## src/rtl/dmem_arbiter.sv

```systemverilog
// dmem_arbiter
//   Round-robin arbiter/sequencer between two requesters and a single-port
//   data memory. Each winning command is registered, issued to memory for one
//   cycle, and (for reads) answered one cycle later with an rvalid pulse.
//   Out-of-range addresses are never forwarded to memory and are flagged.
// Ports
//   clk, reset            clock; asynchronous active-low reset
//   pN_req/we/addr/wdata  request from port N (0 = MEM stage, 1 = loader/debug)
//   pN_gnt                pulse: command issued to memory this cycle
//   pN_err                pulse with gnt: address out of range
//   pN_rvalid/pN_rdata    read response pulse / data held until next response
//   mem_write/mem_read    memory strobes (only during issue)
//   mem_address/_write_data  memory address / write data
//   mem_read_data         combinational memory read data
module dmem_arbiter #(
  parameter int ADDR_W = 32,
  parameter int DATA_W = 32,
  parameter int DEPTH  = 256
) (
  input  logic              clk,
  input  logic              reset,
  input  logic              p0_req,
  input  logic              p0_we,
  input  logic [ADDR_W-1:0] p0_addr,
  input  logic [DATA_W-1:0] p0_wdata,
  input  logic              p1_req,
  input  logic              p1_we,
  input  logic [ADDR_W-1:0] p1_addr,
  input  logic [DATA_W-1:0] p1_wdata,
  output logic              p0_gnt,
  output logic              p0_rvalid,
  output logic              p0_err,
  output logic [DATA_W-1:0] p0_rdata,
  output logic              p1_gnt,
  output logic              p1_rvalid,
  output logic              p1_err,
  output logic [DATA_W-1:0] p1_rdata,
  output logic              mem_write,
  output logic              mem_read,
  output logic [ADDR_W-1:0] mem_address,
  output logic [DATA_W-1:0] mem_write_data,
  input  logic [DATA_W-1:0] mem_read_data
);

  typedef enum logic [1:0] {S_IDLE, S_ISSUE, S_RESP} state_t;

  state_t            r_state, w_next;
  logic              r_last;   // port granted most recently
  logic              r_port;   // port owning the current command
  logic              r_we;
  logic [ADDR_W-1:0] r_addr;
  logic [DATA_W-1:0] r_wdata;
  logic [DATA_W-1:0] r_p0_rdata, r_p1_rdata;

  logic              w_sel_p1;
  logic              w_in_range;
  logic [DATA_W-1:0] w_rd_capture;

  // Port 1 wins when it is the only requester, or on a tie when port 0 went last.
  assign w_sel_p1     = p1_req && (!p0_req || !r_last);
  assign w_in_range   = (r_addr < ADDR_W'(DEPTH));
  assign w_rd_capture = w_in_range ? mem_read_data : '0;

  always_ff @(posedge clk or negedge reset) begin
    if (!reset) begin
      r_state <= S_IDLE;
    end else begin
      r_state <= w_next;
    end
  end

  always_ff @(posedge clk or negedge reset) begin
    if (!reset) begin
      r_last     <= 1'b1;
      r_port     <= 1'b0;
      r_we       <= 1'b0;
      r_addr     <= '0;
      r_wdata    <= '0;
      r_p0_rdata <= '0;
      r_p1_rdata <= '0;
    end else begin
      if (r_state == S_IDLE && (p0_req || p1_req)) begin
        r_port  <= w_sel_p1;
        r_last  <= w_sel_p1;
        r_we    <= w_sel_p1 ? p1_we    : p0_we;
        r_addr  <= w_sel_p1 ? p1_addr  : p0_addr;
        r_wdata <= w_sel_p1 ? p1_wdata : p0_wdata;
      end
      if (r_state == S_ISSUE && !r_we) begin
        if (r_port) begin
          r_p1_rdata <= w_rd_capture;
        end else begin
          r_p0_rdata <= w_rd_capture;
        end
      end
    end
  end

  always_comb begin
    w_next         = r_state;
    p0_gnt         = 1'b0;
    p1_gnt         = 1'b0;
    p0_err         = 1'b0;
    p1_err         = 1'b0;
    p0_rvalid      = 1'b0;
    p1_rvalid      = 1'b0;
    mem_write      = 1'b0;
    mem_read       = 1'b0;
    mem_address    = '0;
    mem_write_data = '0;
    unique case (r_state)
      S_IDLE: begin
        if (p0_req || p1_req) w_next = S_ISSUE;
      end
      S_ISSUE: begin
        p0_gnt         = !r_port;
        p1_gnt         = r_port;
        p0_err         = !r_port && !w_in_range;
        p1_err         = r_port && !w_in_range;
        mem_address    = r_addr;
        mem_write_data = r_wdata;
        mem_write      = r_we && w_in_range;
        mem_read       = !r_we && w_in_range;
        w_next         = r_we ? S_IDLE : S_RESP;
      end
      S_RESP: begin
        p0_rvalid = !r_port;
        p1_rvalid = r_port;
        w_next    = S_IDLE;
      end
      default: w_next = S_IDLE;
    endcase
  end

  assign p0_rdata = r_p0_rdata;
  assign p1_rdata = r_p1_rdata;

endmodule
```

## config.mk

```make
export PLATFORM = sky130hd
export DESIGN_NAME = dmem_arbiter
export DESIGN_NICKNAME = d
export VERILOG_FILES = /design/src/rtl/dmem_arbiter.sv
export SDC_FILE = /design/constraint.sdc
export NUM_CORES = 1
export LEC_CHECK = 0
export ABC_AREA = 1
export CAP_MARGIN = 20
export CORE_ASPECT_RATIO = 1.4
export CORE_MARGIN = 2
export CORE_UTILIZATION = 44
export CTS_CLUSTER_DIAMETER = 150
export DETAILED_ROUTE_END_ITERATION = 8
export PLACE_DENSITY = 0.93
export SLEW_MARGIN = 5
export SYNTH_ARGS = -nofsm -noshare
export SYNTH_HDL_FRONTEND = slang
export SYNTH_SLANG_ARGS = --single-unit
```

## constraint.sdc

```tcl
create_clock -name clk -period 3.7 [get_ports clk]
set_clock_uncertainty 0.05 [all_clocks]
set_input_delay 0.74 -clock clk [delete_from_list [all_inputs] [get_ports clk]]
set_output_delay 0.74 -clock clk [all_outputs]
set_load 0.1 [all_outputs]
```

# After elaboration in Yosys (flattened, before gate mapping)
# Index checks and enable logic that the tools add are counted.
[totals] latchBits=0 wordCells=47 inputBits=166 mem_bits_rw=0 reg_bits=133 n_memories=0 rom_bits=0 out_inout_bits=136
[op_classes] div=0 n_eq_ne=3 add_sub_neg=0 n_mul=0 n_lt_le_gt_ge=1 n_shift=0 reduce_logical=17 n_mux=17 bitwise_logic=1
[op_table] op="$mux W32" n=5
[op_table] op="$lt A32 B9 Y1 const B" n=1
[op_table] op="$mux W1" n=9
[op_table] op="$logic_and A1 B1 Y1" n=7
[op_table] op="$logic_not A1 Y1" n=5
[op_table] op="$mux W2" n=2
[op_table] op="$pmux W2 S2" n=1
[op_table] op="$reduce_and A2 Y1" n=2
[op_table] op="$eq A2 B1 Y1 const B" n=1
[op_table] op="$eq A2 B2 Y1 const B" n=1
[op_table] op="$logic_not A2 Y1" n=1
[op_table] op="$logic_or A1 B1 Y1" n=2
[op_table] op="$ne A2 B1 Y1 const B" n=1
[op_table] op="$not A1 Y1" n=1

# Longest topological paths before layout
[logic_depth] ltp_word=4 mapped_depth=9 mapped_depth_nobuf=8

# Least setup slack after synthesis
# No wires, ideal clock.
[synth_path] path_kind="reg2out" startpoint="register r_state[1]" endpoint="output port p0_err" arrival_time_ns=2.813 path_stages_with_launch=7 required_time_ns=2.910 path_buffers=1 path_slack_ns=0.097 path_cell_list="dfrtp_1 inv_1 nand2_2 buf_2 nor2_1 nand2_1 inv_1"
[synth_via] elab_chain_len=2
[synth_rtl] item="start, declared" line_no="47" source="state_t r_state, w_next;"
[synth_rtl] item="start signal, assigned" line_no="68" source="r_state <= w_next;"
[synth_rtl] item="$eq A2 B1 Y1" line_no="111" source="unique case (r_state)"
[synth_rtl] item="$mux W1" line_no="111"
[synth_rtl] item="end, declared" line_no="32" source="output logic p0_err,"
# No other way between the ends.

# Worst setup path after layout
[layout_path] startpoint="register r_state[1]" endpoint="output port mem_write_data[29]"
[layout_via] elab_chain_len=2
[layout_rtl] item="$eq A2 B1 Y1" line_no="111"
[layout_rtl] item="$mux W32" line_no="111"
[layout_rtl] item="end, declared" line_no="41" source="output logic [DATA_W-1:0] mem_write_data,"
# No other way between the ends.

==> impl_metrics.py <==
metrics = {
    "critical_path": {
        "cp-end-kind": "primary output",
        "path_class": "reg2out",
        "critical_path.startpoint_type": "flop",
        "crit_fanout": 39,
        "crit_top_cell": "buf_4",
        "cp.required_ns": 2.91,
        "slowest_delay_ns": 0.47,
        "slowest_stage": "nand2_2",
        "critical_path_arrival_ns": 2.37,
        "path_cells": "inv_1 -> nand2_2 -> buf_4 -> nor2_1 -> buf_4",
    },
    "detailed_routing": {
        "routedWlPerCell_um": 16.7,
        "detail_route.vias_per_cell": 5.19,
        "drt-initial-drc-count": 365,
        "detail_route.first_pass.iterations": 5,
        "ant_nets": 0,
        "vias": 6375,
        "drcViolationCount": 0,
        "routed_wl_mm": 20.5,
    },
    "power_and_ir_drop": {
        "internal_power_uw": 4620,
        "irDropWorstVdd_v": 0.000842,
        "pwr-share-comb_pct": 61.1,
        "clock_power_share_pct": 17.7,
        "p_leak_uw": 0.00468,
        "power_density_nw_per_um2": 1100,
        "power_frac_seq_pct": 21.2,
        "power_switching_uw": 6070,
        "p_sw_share_pct": 56.8,
    },
    "placement": {
        "post-place-ws_ns": 0.949,
        "gp_congestion": 0.863,
        "dp_hpwl_mm": 14.5,
        "io_buffers": 301,
        "place_area_um2": 9030,
        "dp.cells": 1197,
    },
    "sta": {
        "fin_crit_ns": 3.16,
        "setup_viol": 0,
        "rsz0062_at_grt": "no",
        "worst_pin_slew_ns": 1.03,
        "tns_ns": 0,
        "slew_headroom_pct": 30.9,
        "hold_viol_final": 0,
        "finalWorstSetupSlack_ns": 0.538,
        "fmax_mhz": 316,
        "fin_crit_sh_pct": 85.4,
        "final_max_slew_viol_count": 0,
    },
    "die": {
        "start_util_pct": 44.7,
        "ios": 302,
        "core_um2": 13800,
        "std_cell_rows": 51,
        "dieArea_um2": 15000,
        "die-height_um": 144,
        "fp.dieW_um": 104,
    },
    "logic_synthesis": {
        "syn_inst": 756,
        "yosysSeqAreaShare_pct": 54.1,
        "yosysWarnings": 0,
        "avgSynthCellArea_um2": 8.15,
        "syn_nets": 922,
        "synth_seq_cells": 133,
        "ys_types": 20,
        "syn_area_um2": 6160,
    },
    "finish": {
        "final_cell_mix": "clkdlybuf4s50_1 (228), nor2_1 (146), nand2_1 (144)",
        "n_antenna_cell": 0,
        "fillers": 1054,
        "stdcell_count": 1228,
        "area_growth_pct": 57.3,
        "drive_above_1_share_pct": 11.9,
        "final_cell_area_um2": 9690,
        "layout.nets": 1197,
        "final_common_cell": "clkdlybuf4s50_1",
    },
    "clocking": {
        "post_cts_buffers": 0,
        "cts.path.max_buffers": 2,
        "h-tree-depth": 4,
        "cts.sinks": 133,
        "path_clk_slew_ns": 0.06,
        "clk_latency_ns": 0.41,
        "cts_resized": 0,
        "cts_tree": "yes",
        "numCtsBuffers": 17,
        "postCtsHoldBufs": 0,
        "clockRootBuffer": "clkbuf_16",
    },
    "grt": {
        "grt_usage_pct": 26.9,
        "first_global_vias": 6256,
        "grt_pass1_wl_mm": 31.5,
        "antenna_found_initial": 0,
        "grt_max_degree": 102,
        "grt.overflow.total": 0,
    },
    "run": {
        "drv_cap": 0,
    },
    "min_path": {
        "hold_class": "in2async",
    },
    "outcome": {
        "status": "completed",
    },
}
## flip-flops by register name, indices dropped and copies added (netlist names)
register	cells
r_we	1
p0_rdata	32
r_port	1
r_addr	32
r_state	2
p1_rdata	32
r_wdata	32
r_last	1
## per-stage QoR
stage          power [uW]  hold slack (ns)  utilization (%)
3_3_place_gp         8670            0.410             65.5
6_report            10700            0.371             70.3
2_1_floorplan        7320            0.394                -
5_1_grt             11100            0.459             70.3
3_5_place_dp         8790            0.415             65.5
4_1_cts             10700            0.430             70.3
## cells by family (layout without fill, tap and decap cells)
kind of cell / Yosys count / after routing / share of synthesized area [%]
AOI/OAI and AO/OA: 131 / 131 / 12.0
buffers and inverters: 128 / 415 / 9.55
DFF: 133 / 133 / 54.1
and+or+nand+nor: 364 / 364 / 24.4
## worst max-delay path: cells and delay by family (launching register included)
family	cells	cell delay, ns
DFF	1	0.40
buffers and inverters	3	0.89
and+or+nand+nor	2	0.65
## power groups by stage
| stage | combinational (uW) | clock (uW) | sequential (uW) |
|---|---|---|---|
| floorplan | 3870 | 0 | 3440 |
| global placement | 6420 | 0 | 2250 |
| detailed placement | 6510 | 0 | 2280 |
| CTS | 6530 | 1920 | 2270 |
| global route | 6810 | 1980 | 2320 |
| finish | 6520 | 1890 | 2270 |
## worst paths after layout
path | startpoint | cells past startpoint | end | slack (ns)
max in group asynchronous | reset | 2 | p1_rdata[13] | 2.53
worst min-delay path | reset | 1 | p1_rdata[2] | 0.37
worst min register to register | p0_rdata[26] | 2 | p0_rdata[26] | 0.43
worst max register to register | r_state[1] | 8 | p1_rdata[14] | 1.10
min in group clk | p0_rdata[26] | 2 | p0_rdata[26] | 0.43
worst max-delay path | r_state[1] | 5 | mem_write_data[29] | 0.54
## cells in the mapped netlist, drive strengths merged
master / n / area, um^2
nand2: 146 / 551
o21ai: 66 / 330
inv: 74 / 278
clkbuf: 21 / 78.8
a31oi: 1 / 6.26
buf: 33 / 231
nand3: 65 / 325
o22ai: 64 / 400
dfstp: 1 / 26.3
nor2: 150 / 603
nor3: 3 / 26.3
dfrtp: 132 / 3300
## layout make-up
type | count | area (um^2) | share of cell area [%]
clock buffer | 18 | 439 | 4.53
clock inverter | 13 | 219 | 2.26
inverter | 74 | 278 | 2.87
multi-input combinational | 495 | 2250 | 23.2
sequential | 133 | 3330 | 34.4
tap | 185 | 231 | 2.39
timing repair buffer | 310 | 2940 | 30.3
## per-layer routing
layer  global-route usage, %  vias to the layer above  share of wire [%]
met5                       0                        -                  0
met4                    12.8                        0                4.4
met3                    6.58                       64                6.8
met2                    47.8                      323                 52
met1                    30.4                     3002                 37
li1                        -                     2986                  -
Power figures use the tool's default switching activity.
